## src/rtl/data_island_scheduler.sv

```systemverilog
// data_island_scheduler
//   Places one HDMI data island inside each horizontal blanking interval.
//   On blank_start it works out how many 32-pixel packets fit after the fixed
//   lead/preamble/guard/tail overhead, grants min(request, fit, MAX_PACKETS)
//   and then walks the island: LEAD control -> 8 preamble -> 2 leading guard
//   -> 32*N data -> 2 trailing guard -> back to control.
//
// Ports
//   clk_pixel            in   pixel clock
//   reset                in   asynchronous active-high reset
//   blank_start          in   one-cycle pulse on the first blanking pixel
//   blank_len            in   blanking length, sampled with blank_start
//   packets_req          in   packets wanted this line (0..31)
//   video_field_end      in   end-of-field pulse (statistics only)
//   period               out  0 control, 1 preamble, 2 guard band, 3 data
//   packet_enable        out  pulse one cycle before each packet's first pixel
//   packet_pixel_counter out  pixel index inside the current packet, 0 elsewhere
//   packets_granted      out  packet count of the current or last island
//   busy                 out  island in progress
//   island_pkt_total     out  (ISLAND_STATS_EN only) packets completed since
//                             the last video_field_end, saturating
//
// Optional feature macro: ISLAND_STATS_EN
module data_island_scheduler #(
  parameter int LEAD_CTRL    = 4,
  parameter int TAIL_RESERVE = 22,
  parameter int MAX_PACKETS  = 18,
  parameter int BLANK_W      = 12
) (
  input  logic               clk_pixel,
  input  logic               reset,
  input  logic               blank_start,
  input  logic [BLANK_W-1:0] blank_len,
  input  logic [4:0]         packets_req,
  input  logic               video_field_end,
  output logic [1:0]         period,
  output logic               packet_enable,
  output logic [4:0]         packet_pixel_counter,
  output logic [4:0]         packets_granted,
`ifdef ISLAND_STATS_EN
  output logic [15:0]        island_pkt_total,
`endif
  output logic               busy
);

  localparam int OVH   = LEAD_CTRL + 8 + 2 + 2 + TAIL_RESERVE;
  localparam int CNT_W = 8;
  localparam logic [BLANK_W:0] OVH_W   = (BLANK_W+1)'(OVH);
  localparam logic [BLANK_W:0] MIN_LEN = (BLANK_W+1)'(OVH + 32);
  localparam logic [BLANK_W:0] CAP_W   = (BLANK_W+1)'(MAX_PACKETS);

  typedef enum logic [2:0] {
    IDLE, LEAD, PREAMBLE, GUARD_L, DATA, GUARD_T
  } state_t;

  state_t           state_reg, state_next;
  logic [CNT_W-1:0] cnt_reg, cnt_next;
  logic [4:0]       pix_reg, pix_next;
  logic [4:0]       remain_reg, remain_next;
  logic [4:0]       granted_reg, granted_next;
  logic [1:0]       period_reg, period_next;
  logic             pe_reg, pe_next;
  logic             busy_reg, busy_next;

  // Packet fit, one bit wider than blank_len so short blanking never wraps.
  logic [BLANK_W:0] len_ext, excess, fit, req_ext, min_a, min_b;
  logic [4:0]       grant;

  always_comb begin
    len_ext = {1'b0, blank_len};
    excess  = len_ext - OVH_W;
    fit     = (len_ext >= MIN_LEN) ? (excess >> 5) : '0;
    req_ext = (BLANK_W+1)'(packets_req);
    min_a   = (req_ext < fit) ? req_ext : fit;
    min_b   = (min_a < CAP_W) ? min_a : CAP_W;
    grant   = min_b[4:0];
  end

  // Next-state logic. Outputs are decoded from the next state and registered,
  // so each output changes in the same cycle as the state it belongs to.
  always_comb begin
    state_next   = state_reg;
    cnt_next     = cnt_reg;
    pix_next     = 5'd0;
    remain_next  = remain_reg;
    granted_next = granted_reg;
    case (state_reg)
      IDLE: begin
        if (blank_start) begin
          granted_next = grant;
          remain_next  = grant;
          if (grant != 5'd0) begin
            // Blank_start cycle is control pixel 0, so LEAD covers the rest.
            state_next = LEAD;
            cnt_next   = CNT_W'(LEAD_CTRL - 2);
          end
        end
      end
      LEAD: begin
        if (cnt_reg == '0) begin
          state_next = PREAMBLE;
          cnt_next   = CNT_W'(7);
        end else begin
          cnt_next = cnt_reg - 1'b1;
        end
      end
      PREAMBLE: begin
        if (cnt_reg == '0) begin
          state_next = GUARD_L;
          cnt_next   = CNT_W'(1);
        end else begin
          cnt_next = cnt_reg - 1'b1;
        end
      end
      GUARD_L: begin
        if (cnt_reg == '0) begin
          state_next = DATA;
        end else begin
          cnt_next = cnt_reg - 1'b1;
        end
      end
      DATA: begin
        pix_next = pix_reg + 5'd1;
        if (pix_reg == 5'd31) begin
          remain_next = remain_reg - 5'd1;
          if (remain_reg == 5'd1) begin
            state_next = GUARD_T;
            cnt_next   = CNT_W'(1);
          end
        end
      end
      GUARD_T: begin
        if (cnt_reg == '0) begin
          state_next = IDLE;
        end else begin
          cnt_next = cnt_reg - 1'b1;
        end
      end
      default: state_next = IDLE;
    endcase

    case (state_next)
      PREAMBLE:        period_next = 2'd1;
      GUARD_L, GUARD_T: period_next = 2'd2;
      DATA:            period_next = 2'd3;
      default:         period_next = 2'd0;
    endcase
    busy_next = (state_next != IDLE);
    // Second guard pixel, or the last pixel of a packet that has a successor.
    pe_next = ((state_next == GUARD_L) && (cnt_next == '0)) ||
              ((state_next == DATA) && (pix_next == 5'd31) && (remain_next > 5'd1));
  end

  always_ff @(posedge clk_pixel or posedge reset) begin
    if (reset) begin
      state_reg   <= IDLE;
      cnt_reg     <= '0;
      pix_reg     <= 5'd0;
      remain_reg  <= 5'd0;
      granted_reg <= 5'd0;
      period_reg  <= 2'd0;
      pe_reg      <= 1'b0;
      busy_reg    <= 1'b0;
    end else begin
      state_reg   <= state_next;
      cnt_reg     <= cnt_next;
      pix_reg     <= pix_next;
      remain_reg  <= remain_next;
      granted_reg <= granted_next;
      period_reg  <= period_next;
      pe_reg      <= pe_next;
      busy_reg    <= busy_next;
    end
  end

  assign period               = period_reg;
  assign packet_enable        = pe_reg;
  assign packet_pixel_counter = pix_reg;
  assign packets_granted      = granted_reg;
  assign busy                 = busy_reg;

`ifdef ISLAND_STATS_EN
  logic [15:0] total_reg;
  logic        pkt_done;

  assign pkt_done = (state_reg == DATA) && (pix_reg == 5'd31);

  always_ff @(posedge clk_pixel or posedge reset) begin
    if (reset) begin
      total_reg <= 16'd0;
    end else if (video_field_end) begin
      // A packet finishing on the clearing edge starts the new field's count.
      total_reg <= pkt_done ? 16'd1 : 16'd0;
    end else if (pkt_done && (total_reg != 16'hFFFF)) begin
      total_reg <= total_reg + 16'd1;
    end
  end

  assign island_pkt_total = total_reg;
`else
  logic unused_field_end;
  assign unused_field_end = video_field_end;
`endif

endmodule
```

## config.mk

```make
export PLATFORM = sky130hd
export DESIGN_NAME = data_island_scheduler
export DESIGN_NICKNAME = d
export VERILOG_FILES = /design/src/rtl/data_island_scheduler.sv
export SDC_FILE = /design/constraint.sdc
export NUM_CORES = 1
export LEC_CHECK = 0
export CELL_PAD_IN_SITES_DETAIL_PLACEMENT = 0
export CELL_PAD_IN_SITES_GLOBAL_PLACEMENT = 2
export CORE_ASPECT_RATIO = 1.5
export CORE_MARGIN = 2
export CORE_UTILIZATION = 34
export CTS_BUF_LIST = sky130_fd_sc_hd__clkbuf_8 sky130_fd_sc_hd__clkbuf_16
export DETAILED_ROUTE_END_ITERATION = 10
export PLACE_DENSITY_LB_ADDON = 0.15
export SYNTH_ARGS = -nofsm -noshare
export SYNTH_HDL_FRONTEND = slang
export SYNTH_SLANG_ARGS = --single-unit
```

## constraint.sdc

```tcl
create_clock -name clk_pixel -period 7.7 [get_ports clk_pixel]
set_input_delay 1.925 -clock clk_pixel [delete_from_list [all_inputs] [get_ports clk_pixel]]
set_output_delay 1.925 -clock clk_pixel [all_outputs]
set_load 0.01 [all_outputs]
```

# Yosys cells after proc, flatten, opt, wreduce, memory -nomap -nowiden
# Index checks and enable logic that the tools add are counted.
[totals]
register_bits = 30
in_bits = 21
out_inout_bits = 14
wordCells = 65
[classes]
add_sub_neg = 4
magnitude_cmp = 4
n_eq_ne = 12
n_mux = 25
reduce_logical = 12
[op_table]
columns = ["cell", "n"]
rows = [
  ["8-bit 2-to-1 mux", 9],
  ["8-bit case mux with 5 select lines", 1],
  ["3-bit 2-to-1 mux", 8],
  ["5-bit 2-to-1 mux", 4],
  ["3-bit case mux with 6 select lines", 1],
  ["8-bit logical NOT", 2],
  ["12-bit by 6-bit subtractor with 13-bit output, second input constant", 1],
  ["3-bit by 2-bit == test with 1-bit output, second input constant", 4],
  ["3-bit == test, second input constant", 4],
  ["12-bit by 7-bit greater-or-equal comparator with 1-bit output, second input constant", 1],
  ["5-bit == test, second input constant", 2],
  ["5-bit case mux with 2 select lines", 1],
  ["5-bit by 8-bit less-than comparator with 1-bit output", 1],
  ["8-bit by 5-bit less-than comparator with 1-bit output, second input constant", 1],
  ["8-bit by 1-bit subtractor with 8-bit output, second input constant", 1],
  ["2-bit case mux with 3 select lines", 1],
  ["5-bit by 1-bit adder with 5-bit output, second input constant", 1],
  ["5-bit by 1-bit == test with 1-bit output, second input constant", 1],
  ["5-bit by 1-bit > comparator with 1-bit output, second input constant", 1],
  ["5-bit nonzero test", 1],
  ["5-bit by 1-bit subtractor with 5-bit output, second input constant", 1],
  ["2-bit OR reduction", 2],
  ["3-bit by 1-bit == test with 1-bit output, second input constant", 1],
  ["1-bit logical AND", 3],
  ["4 further kinds", 4],
]

# Logic depth before layout (Yosys ltp)
[logic_depth]
depth_word = 14
mapped_depth = 14
ltp_nobuf = 13

# Worst setup path before layout
# OpenSTA, ideal clock, no wires.
[synth_path]
path_type = "input-to-reg"
from = "in blank_len[1]"
to = "reg pe_reg (netlist: packet_enable)"
setup_ps = 130
t_arrival_ps = 4984
slack_ps = 2586
cell_stages = 12
cell_sequence = "a211o_1 a211oi_1 mux2i_1 ha_1 a2111o_1 a211o_1 o32ai_1 o21ai_1 a311o_1 o311ai_1 o2bb2ai_1 o32ai_1"
[synth_via]
word_cells_on_any_way = 24
[synth_lines]
columns = ["element", "line", "source"]
rows = [
  ["start, declared", "33", "input logic [BLANK_W-1:0] blank_len,"],
  ["12-bit by 6-bit subtractor with 13-bit output or 12-bit by 7-bit greater-or-equal comparator with 1-bit output (tied branches)", "71, 72", ""],
  ["8-bit 2-to-1 mux (*)", "72", "fit = (len_ext >= MIN_LEN) ? (excess >> 5) : '0;"],
  ["5-bit by 8-bit less-than comparator with 1-bit output", "74", "min_a = (req_ext < fit) ? req_ext : fit;"],
  ["8-bit 2-to-1 mux (*)", "74", ""],
  ["8-bit by 5-bit less-than comparator with 1-bit output", "75", "min_b = (min_a < CAP_W) ? min_a : CAP_W;"],
  ["5-bit 2-to-1 mux (*)", "75", ""],
  ["5-bit nonzero test (*)", "92", "if (grant != 5'd0) begin"],
  ["8-bit 2-to-1 mux (*)", "92", ""],
  ["8-bit 2-to-1 mux (*)", "89", "if (blank_start) begin"],
  ["8-bit case mux with 5 select lines (*)", "87", "case (state_reg)"],
  ["named net cnt_next[6]", "57", "logic [CNT_W-1:0] cnt_reg, cnt_next;"],
  ["8-bit logical NOT (*)", "150", "pe_next = ((state_next == GUARD_L) && (cnt_next == '0)) ||"],
  ["1-bit logical AND (*)", "150", ""],
  ["1-bit logical OR (*)", "150", ""],
  ["named net pe_next", "62", "logic pe_reg, pe_next;"],
  ["end signal, assigned", "171", "pe_reg <= pe_next;"],
  ["end, declared", "62", ""],
]
# Mark *: on every way through the listed nets, which the timed path passes. The rest lies on a longest branch.
# A chain may end at the register's enable or synchronous reset.

# Worst setup path after layout
[layout_path]
from = "in blank_len[1]"
to = "reg pe_reg (netlist: packet_enable)"
[layout_via]
word_cells_on_any_way = 24
[layout_lines]
columns = ["element", "line", "source"]
rows = [
  ["12-bit by 6-bit subtractor with 13-bit output or 12-bit by 7-bit greater-or-equal comparator with 1-bit output (tied branches)", "71, 72", ""],
  ["8-bit 2-to-1 mux (*)", "72", ""],
  ["5-bit by 8-bit less-than comparator with 1-bit output", "74", ""],
  ["8-bit 2-to-1 mux (*)", "74", ""],
  ["8-bit by 5-bit less-than comparator with 1-bit output", "75", ""],
  ["5-bit 2-to-1 mux (*)", "75", ""],
  ["5-bit 2-to-1 mux (*)", "89", ""],
  ["5-bit case mux with 2 select lines (*)", "87", ""],
  ["named net remain_next[3]", "59", "logic [4:0] remain_reg, remain_next;"],
  ["5-bit by 1-bit > comparator with 1-bit output (*)", "151", "((state_next == DATA) && (pix_next == 5'd31) && (remain_next > 5'd1));"],
  ["1-bit logical AND (*)", "151", ""],
  ["1-bit logical OR (*)", "150", ""],
  ["named net pe_next", "62", ""],
]
# Marks and branches as above.

==> flow_summary_export.csv <==
group,metric,value,unit
outcome,run_status,"finished clean",
sta,setup-tns-final,0,ns
critical_path,start_kind,"primary input",
route,finalWirelength,6.078,mm
route,vias,2164,
clocking,cts_post_setup_buffers_inserted,0,
synthesis,ys_async_rst_share,100.0,%
critical_path,timing.critical_path.slowest_stage_cell,"o32ai_1",
sta,timing.clock.skew,0.006272,ns
global_route,largest_net_degree_at_the_start_of_global_routing,31,
placement,hpwlAfterDp,4.627,mm
critical_path,cp_top_family,"compound AO/OA/AOI/OAI gates",
route,post_drt_wl_per_cell,15.95,um
critical_path,worstSetupPathType,"in -> reg",
synthesis,dominantRegCellSynth,"dfrtp_1",
clocking,clock_transition_at_the_register_clock_pins_on_the_worst_setup_and_hold_paths_after_cts,0.06,ns
synthesis,yosys_warnings,0,
pwr,power-per-cell-area,129.0,nW/um^2
pwr,static-leakage-power,0.001126,uW
critical_path,timing.critical_path.arrival,6.27,ns
sta,setup-violations-final,0,
placement,port-buffer-count,32,
cells_and_area,post_route_cells_drive_above_1_share,6.557,%
global_route,all_layer_global_routing_usage,17.43,%
die,fp-row-count,36,
clocking,clock_root_buffer,"clkbuf_8",
cells_and_area,final_core_utilization,42.35,%
clocking,cts_hold_repair.buffers,0,
clocking,postCtsResizedCells,0,
global_route,globalRouteOverflowTotal,0,
sta,timing.final.max_slew_violations,0,
sta,timing_worst_slew_pin_value,0.9774,ns
die,core,6441,sq um
die,chipWidth,70.34,um
sta,timing.max_slew.rel_slack,34.60,%
cells_and_area,synthToLayoutAreaGrowth,21.52,%
synthesis,synth.net_count,307,
placement,finalWeightedCongestion,0.7882,
cells_and_area,filler_cell_count,661,
synthesis,synth_cells,275,
clocking,clock_tree.buffer_depth,2,
cells_and_area,fin_nets,336,
route,detail_route.drc_violations,0,
die,die-area,7281,sq um
critical_path,worst_setup_path_end_kind,"register",
placement,dp_worst_setup_slack,1.391,ns
global_route,antenna_violations_before_repair,0,
clocking,clock-sinks,30,
synthesis,netlist-cell-type-count,56,
critical_path,path_buf_inv,1,
clocking,cts_buffers,5,
pwr,max-vdd-ir-drop,0.00006364,V
clocking,tritoncts,"yes",
sta,final_period_minus_worst_setup_slack,6.134,ns
clocking,ctsHtreeMaxLevel,2,
die,die_h,103.5,um
critical_path,critical_path_required,7.84,ns
sta,rsz0062_at_grt,"false",
sta,hold_viol_final,0,
route,routed_via_density,5.680,
global_route,grt_pass1_wl,10.27,mm
cells_and_area,largest_register_ff_count,8,
global_route,first_global_vias,2149,
sta,period_share,79.66,%
critical_path,cp_max_fo,6,
synthesis,netlist_area_before_placement,2245,sq um
flow_run,drv_cap,0,
route,first_iter_violations,79,
hold_path,holdCritPathClass,"reg -> reg",
critical_path,critical_path.max_stage_delay,0.53,ns
synthesis,synth-seq-area-share,33.44,%
synthesis,synth-seq-cells,30,
cells_and_area,insertedDiodeCount,0,
sta,final_critical_path_setup_slack,1.566,ns
die,initial_utilization,34.85,%
sta,fmax,163.0,MHz
synthesis,synth_enable_flop_cells,0,
route,detailedRoute.firstPassIterationCount,4,
die,io-pin-count,35,
route,route.antenna.remaining_nets,0,
synthesis,syn_avg_cell_area,8.162,sq um
pwr,finalPower,351.8,uW
critical_path,crit_chain,"clkdlybuf4s50_1 > a211o_1 > a211oi_1 > mux2i_1 > ha_1 > a2111o_1 > a211o_1 > o32ai_1 > nor4_1 > a31oi_1 > a21boi_0 > nor4_1 > o32ai_1",
clocking,insertion_delay,0.28,ns
## Yosys cell counts (3+ instances only)
master,instances,area (sq um)
ha_1,11,137.6
a21oi_1,19,95.09
a211oi_1,4,30.03
nand4_1,3,18.77
xnor2_1,6,52.55
a22oi_1,3,22.52
nand2b_1,4,25.02
dfrtp_1,30,750.7
a21boi_0,5,37.54
o21ai_1,3,15.01
inv_1,13,48.80
nor3_1,10,50.05
nor2_1,29,108.9
mux2i_1,4,40.04
nor4_1,4,25.02
o21a_1,3,22.52
nand2_1,24,90.09
and3_1,4,25.02
o31ai_1,3,22.52
nand3_1,9,45.04
o21ai_0,28,140.1
clkbuf_1,6,22.52
buf_1,3,11.26
a31oi_1,4,25.02
## layer usage
layer	vias up	track usage, %	part of all wire, %
met3	12	2.237	2.9
met1	1031	20.26	42
met5	-	0	0
li1	1072	-	-
met4	0	7.830	2.6
met2	49	31.13	53
## logic make-up (layout without fill, tap and decap cells)
family                   Yosys count  count (layout)  synth area share [%]
AO/OA/AOI/OAI                     94              94                 27.31
XOR/XNOR                           8               8                 3.122
adder cells (fa/ha/maj)           12              12                 6.577
buffers and inverters             25              55                 4.682
flip-flops                        30              30                 33.44
multiplexers                       5               5                 2.285
AND/OR/NAND/NOR                  101             101                 22.57
## placed cells by master (no fill, tap or decap), drive strengths merged, types with 6 or more instances in the layout
master	count
nand2	25
o21ai	31
a21oi	19
dfrtp	30
nor3	10
clkbuf	8
inv	14
nor2	29
ha	11
clkdlybuf4s50	32
xnor2	6
nand3	10
## layout make-up
cell class	count	area (sq um)	area share, %
Multi-Input combinational cell	220	1389	50.92
Tap cell	76	95.09	3.486
Inverter	14	55.05	2.018
Clock buffer	8	110.1	4.037
Sequential cell	30	750.7	27.52
Timing Repair Buffer	33	327.8	12.02
## through the flow
stage,hold slack [ns],cells,instance area [sq um]
6_report,0.4834,381,2728
5_1_grt,0.5216,381,2728
4_1_cts,0.4927,381,2728
3_5_place_dp,0.4777,373,2618
3_3_place_gp,0.4623,373,2618
2_1_floorplan,0.5128,275,2245
## final timing paths
path	end	cells after the start	start	slack, ns
setup / recovery	packet_enable	13	blank_len[1]	1.57
hold / removal	packets_granted[3]	2	packets_granted[3]	0.48
setup reg to reg	packet_enable	10	packet_pixel_counter[0]	4.41
hold reg to reg	packets_granted[3]	2	packets_granted[3]	0.48
max in group asynchronous	period[1]	3	reset	5.39
min in group asynchronous	packet_pixel_counter[2]	3	reset	2.03
## tightest hold or removal path: cells and delay by family (launching register included)
family	cells	cell delay, ns
flops	1	0.34
compound gates	1	0.06
simple gates	1	0.04
## where the power goes
group | switching (uW) | internal, uW
combinational | 23.3 | 18.5
sequential | 0.0000000551 | 158
clock | 62.2 | 90.2
Power figures use the tool's default switching activity.
